### config.mk
export PLATFORM = sky130hd
export DESIGN_NAME = intr_req_ctrl
export DESIGN_NICKNAME = d
export VERILOG_FILES = /design/src/rtl/intr_req_ctrl.sv
export SDC_FILE = /design/constraint.sdc
export NUM_CORES = 1
export LEC_CHECK = 0
export CAP_MARGIN = 15
export CORE_MARGIN = 3
export CORE_UTILIZATION = 59
export CTS_CLUSTER_SIZE = 20
export DETAILED_ROUTE_END_ITERATION = 12
export GPL_TIMING_DRIVEN = 0
export HOLD_SLACK_MARGIN = 0.12
export PLACE_DENSITY = 0.85
export SYNTH_ARGS = -nofsm -noshare
export SYNTH_HDL_FRONTEND = slang
export SYNTH_SLANG_ARGS = --single-unit
### constraint.sdc
create_clock -name Clk -period 8.15 [get_ports Clk]
set_clock_uncertainty 0.05 [all_clocks]
set_input_delay 0.815 -clock Clk [delete_from_list [all_inputs] [get_ports Clk]]
set_output_delay 0.815 -clock Clk [all_outputs]
set_load 0.01 [all_outputs]
### src/rtl/intr_req_ctrl.sv
// Interrupt request controller: synchronises eight device IRQ lines plus an interval
// timer, tracks per-line pending state and runs the req/ack/eret handshake with CP0.

module intr_line (
  input  logic Clk,
  input  logic Rst,
  input  logic irq,
  input  logic edge_mode,
  input  logic clr,
  input  logic tmr_fire,
  output logic pending
);
  logic sync1, sync2, sync3, tmr_hold;
  logic rise, tmr_keep;

  assign rise = sync2 & ~sync3;
  // A timer event latches even in level mode; only a clear releases it.
  assign tmr_keep = tmr_fire | (tmr_hold & ~clr);

  always_ff @(posedge Clk) begin
    if (Rst) begin
      sync1    <= 1'b0;
      sync2    <= 1'b0;
      sync3    <= 1'b0;
      tmr_hold <= 1'b0;
      pending  <= 1'b0;
    end else begin
      sync1 <= irq;
      sync2 <= sync1;
      sync3 <= sync2;
      if (edge_mode) begin
        tmr_hold <= 1'b0;
        if (rise | tmr_fire) pending <= 1'b1;
        else if (clr)        pending <= 1'b0;
      end else begin
        tmr_hold <= tmr_keep;
        pending  <= sync2 | tmr_keep;
      end
    end
  end
endmodule

module intr_req_ctrl #(
  parameter int TIMER_WIDTH = 32
) (
  input  logic        Clk,
  input  logic        Rst,
  input  logic [7:0]  Dev_irq,
  input  logic        Cfg_w_en,
  input  logic [1:0]  Cfg_addr,
  input  logic [31:0] Cfg_data,
  output logic [31:0] Cfg_rd_data,
  input  logic        Cp0_intr,
  input  logic        Eret,
  output logic [7:0]  Intr_pending,
  output logic        Intr_req,
  output logic [2:0]  Intr_id,
  output logic        In_service
);
  localparam int NUM_LINES = 8;
  localparam logic [TIMER_WIDTH-1:0] TMR_ONE = 1;

  typedef enum logic [1:0] {IDLE, REQ, SERVICE} state_t;
  typedef struct packed {
    logic edge_mask;
    logic enable;
    logic compare;
    logic w1c;
  } cfg_sel_t;

  state_t                 state, state_nxt;
  cfg_sel_t               wr;
  logic [NUM_LINES-1:0]   edge_mask, enable, pending, active, clr, tmr_vec;
  logic [TIMER_WIDTH-1:0] compare, counter;
  logic                   tmr_fire, ack;

  always_comb begin
    wr           = '0;
    wr.edge_mask = Cfg_w_en && (Cfg_addr == 2'd0);
    wr.enable    = Cfg_w_en && (Cfg_addr == 2'd1);
    wr.compare   = Cfg_w_en && (Cfg_addr == 2'd2);
    wr.w1c       = Cfg_w_en && (Cfg_addr == 2'd3);
  end

  // Counter walks 0..compare-1; the wrap cycle is the timer event.
  assign tmr_fire = (compare != '0) && (counter == compare - TMR_ONE);
  assign tmr_vec  = {tmr_fire, {(NUM_LINES-1){1'b0}}};

  always_ff @(posedge Clk) begin
    if (Rst) begin
      edge_mask <= '0;
      enable    <= '0;
      compare   <= '0;
      counter   <= '0;
    end else begin
      if (wr.edge_mask) edge_mask <= Cfg_data[7:0];
      if (wr.enable)    enable    <= Cfg_data[7:0];
      if (wr.compare) begin
        compare <= Cfg_data[TIMER_WIDTH-1:0];
        counter <= '0;
      end else if (compare != '0) begin
        counter <= tmr_fire ? '0 : counter + TMR_ONE;
      end
    end
  end

  for (genvar i = 0; i < NUM_LINES; i++) begin : g_line
    assign clr[i] = (wr.w1c & Cfg_data[i]) | (ack & (Intr_id == 3'(i)));
    intr_line u_line (
      .Clk       (Clk),
      .Rst       (Rst),
      .irq       (Dev_irq[i]),
      .edge_mode (edge_mask[i]),
      .clr       (clr[i]),
      .tmr_fire  (tmr_vec[i]),
      .pending   (pending[i])
    );
  end

  assign active       = pending & enable;
  assign Intr_pending = active;

  always_comb begin
    Intr_id = '0;
    for (int i = 0; i < NUM_LINES; i++)
      if (active[i]) Intr_id = 3'(i);
  end

  always_comb begin
    state_nxt = state;
    ack       = 1'b0;
    case (state)
      IDLE:    if (|active) state_nxt = REQ;
      REQ: begin
        if (Cp0_intr) begin
          state_nxt = SERVICE;
          ack       = 1'b1;
        end else if (!(|active)) begin
          state_nxt = IDLE;
        end
      end
      SERVICE: if (Eret) state_nxt = IDLE;
      default: state_nxt = IDLE;
    endcase
  end

  always_ff @(posedge Clk) begin
    if (Rst) begin
      state      <= IDLE;
      Intr_req   <= 1'b0;
      In_service <= 1'b0;
    end else begin
      state      <= state_nxt;
      Intr_req   <= (state_nxt == REQ);
      In_service <= (state_nxt == SERVICE);
    end
  end

  always_comb begin
    Cfg_rd_data = '0;
    case (Cfg_addr)
      2'd0:    Cfg_rd_data[7:0] = edge_mask;
      2'd1:    Cfg_rd_data[7:0] = enable;
      2'd2:    Cfg_rd_data[TIMER_WIDTH-1:0] = compare;
      default: Cfg_rd_data[7:0] = pending;
    endcase
  end
endmodule

==> summary.md <==
| Metric | Value |
|---|---|
| Post-synth EDFFs | 0 |
| Starting DRC count in detailed routing | between 500 and 600 |
| Die height | between 100 and 150 µm |
| Outcome | complete, no violations |
| Peak VDD IR | 0.199 mV |
| Net Sw Frac | 0.269 |
| Tightest Hold Check Type | reg -> reg |
| Endpoints failing hold | 0 |
| CTS Buffer Depth | 2 |
| Reg power frac | 0.398 |
| Wire length per cell | ~19 µm |
| Fin. max-slew vios | 0 |
| IO Port Bufs | slightly above 90 |
| DP Wirelength | between 10000 and 15000 µm |
| Psw | between 0.0004 and 0.0005 W |
| Critical Path RT | approximately 7.3 ns |
| Root Driver | clkbuf_8 |
| Io pins | between 90 and 100 |
| Ratio of cells with drive above 1 in the final layout | 0.0789 |
| Hold depth | 2 |
| Worst Setup End Kind | primary output |
| Largest driver fanout on the critical path | 10 |
| # clock sinks | between 100 and 150 |
| Final period utilization | 0.479 |
| Number of clock buffers inserted by TritonCTS | 17 |
| Area growth, synth to finish | 25.4% |
| Clock insertion delay at the later pin of the skew report | between 0.5 and 0.6 ns |
| Internal | 0.00118 W |
| Crit path launch type | input port |
| CP Data Arrival Time | just over 3 ns |
| TNS Setup | 0 ns |
| Via density | roughly 6.1 |
| Antenna violations before repair | 0 |
| Relative slew slack | 0.497 |
| Setup-failing EPs final | 0 |
| RSZ-0062 raised after global routing | no |
| Clk pin slew, worst setup/hold paths | approximately 0.060 ns |
| DIE WIDTH | approximately 110 µm |
| FMAX | roughly 260 MHz |
| Share of the synthesized area in the top cell type | 0.379 |
| Combinational share of power | 0.144 |
| Length in cells of the worst reg-to-reg path | 11 |
| Final core utilization | 0.778 |
| Top post-synthesis cells by count | 124 x dfxtp_1, 101 x nand2_1, 87 x nor2_1, 54 x a21oi_1 |
| Hold Buf Count CTS | 0 |
| Htree depth | 4 |
| Pwr dens | around 200 nW/µm² |
| Std cell rows | 37 |
| Seq/Total Area, Yosys | 0.379 |
| CTS tree | built |
| Syn. warnings | 0 |
| Postcts setup bufs | 0 |
| Core ar. | approximately 11000 µm² |
| Post-Syn Area | around 6500 µm² |
| First-pass GRT wire length | 31800 µm |
| Slowest-stage cell, CP | mux4_2 |
| Prevailing post-synth register cell | dfxtp_1 |
| Cells after Synth | 790 |
| P_leak | 3.03 nW |
| Final Critical Period | between 3 and 4 ns |
| Async SR Flop Fraction | 0 |
| Post-route ant nets | 0 |
| Netlist cell types | between 60 and 70 |
| NumNets Final | 949 |
| Placer congestion estimate | 0.913 |
| Main area contributors after synthesis | dfxtp_1 38%, nand2_1 5.8%, nor2_1 5.0% |
| Tightest Pin Transition | approximately 0.75 ns |
| Largest net degree at the start of global routing | 17 |
| Vias in the first global route | about 6400 |
| CP max stage delay | 0.62 ns |
| Post-CTS sizing | 0 |
| CP Class | in -> out |
| DIE AREA | 12400 µm² |
| Initial Util | 0.620 |
| Post-Syn Nets | 839 |
| Final wirelength | about 20000 µm |
| Clock power frac | 0.458 |
| Most common cell in the netlist | dfxtp_1 |
| Syn avg cell area | around 8.3 µm² |
| Crit-path cells | clkdlybuf4s50_1, buf_1, mux4_2, clkdlybuf4s50_1 |
| GR Overflow Total | 0 |
| Post-route DRC | 0 |
| Gr usage total | 0.317 |
| # diodes | 0 |
| CP most frequent cell | clkdlybuf4s50_1 |
| Leading area contributor after synthesis | dfxtp_1 |
| FF+latch count, synth | 124 |
| DRT Pass-1 Iters | 6 |
| Max-cap violations | 0 |
| Total number of vias | ~6400 |
-- routing by layer --
| metal | up-vias | global-route usage | part of all wire |
|---|---|---|---|
| met5 | - | 0 | 0 |
| met4 | 0 | 0.158 | 0.041 |
| met3 | 75 | 0.0696 | 0.075 |
| met2 | 327 | 0.550 | 0.49 |
| met1 | 2995 | 0.370 | 0.39 |
| li1 | 2984 | - | - |
-- path summary, 6_finish.rpt --
path                               endpoint                 startpoint  slack (ns)
setup / recovery             Cfg_rd_data[5]                Cfg_addr[0]        4.25
hold reg to reg   g_line[6].u_line.tmr_hold  g_line[6].u_line.tmr_hold        0.39
setup reg to reg                counter[15]                 compare[0]        4.54
hold / removal    g_line[6].u_line.tmr_hold  g_line[6].u_line.tmr_hold        0.39
-- cell usage in the layout, fill, tap and decap left out, types with 3 or more instances in the layout --
cell type	Yosys	final
a21oi_1	54	54
a22oi_1	5	5
a31oi_1	15	15
a32oi_1	3	3
and2_1	33	33
and3_1	6	6
and4_1	5	5
buf_2	8	8
buf_6	4	4
clkbuf_1	35	36
clkbuf_16	0	16
clkbuf_8	0	3
clkdlybuf4s50_1	0	91
clkinvlp_4	0	5
dfxtp_1	124	124
inv_1	15	15
mux2i_1	17	17
mux4_2	8	8
nand2_1	101	101
nand2b_1	8	8
nand3_1	24	24
nand3b_1	5	5
nand4_1	14	14
nand4b_1	5	5
nor2_1	87	87
nor2b_1	23	23
nor3_1	31	31
nor4_1	11	11
nor4b_1	3	3
nor4b_2	3	3
o21ai_0	7	7
o21ai_1	3	3
o221a_2	4	4
o22ai_1	3	3
or3_1	8	8
or4_1	5	5
xnor2_1	32	32
xor2_1	35	35
-- state kept, by name, indices dropped and copies added, names as in the netlist --
name / count
In_service: 1
Intr_req: 1
compare: 32
counter: 32
edge_mask: 8
enable: 8
g_line.u_line.pending: 8
g_line.u_line.sync1: 8
g_line.u_line.sync2: 8
g_line.u_line.sync3: 8
g_line.u_line.tmr_hold: 8
state: 2
-- power by group through the flow --
stage,Clock [W],Combinational (W),Sequential (W)
2_1_floorplan,0,0.000151,0.000648
3_3_place_gp,0,0.000220,0.000652
3_5_place_dp,0,0.000225,0.000653
4_1_cts,0.000742,0.000228,0.000641
5_1_grt,0.000765,0.000251,0.000643
6_report,0.000738,0.000232,0.000641
-- worst max-delay path, delay by kind of cell --
kind | cells | cell delay, ns
muxes | 1 | 0.62
buffers and inverters | 3 | 1.60
-- kinds of logic (layout without fill, tap and decap cells) --
group | count (synthesis) | count (layout) | share of synthesized area
AND/OR/NAND/NOR | 385 | 385 | 0.308
flip-flops | 124 | 124 | 0.379
AO/OA/AOI/OAI | 122 | 122 | 0.122
XOR/XNOR | 67 | 67 | 0.0896
buffers and inverters | 65 | 188 | 0.0440
multiplexers | 25 | 25 | 0.0535
adder cells (fa/ha/maj) | 2 | 2 | 0.00382
-- layout make-up --
class                      count  area, µm²
timing repair buffer          91        911
multi-input combinational    601       3780
clock buffer                  20        445
tap                          136        170
inverter                      15       56.3
sequential                   124       2480
fill                         753       2340
buffer                        50        231
clock inverter                12        138
-- through the flow --
step                total power, W  hold slack [ns]  cells  worst slack, ns  instance area [µm²]
floorplan                 0.000799            0.364    790             5.18                 6550
global placement          0.000872            0.366   1017             4.23                 7630
detailed placement        0.000879            0.378   1017             4.24                 7630
CTS                        0.00161            0.389   1049             4.22                 8210
global route               0.00166            0.398   1049             4.07                 8210
finish                     0.00161            0.390   1049             4.25                 8210
Note: power is estimated with default switching activity, not from simulation.
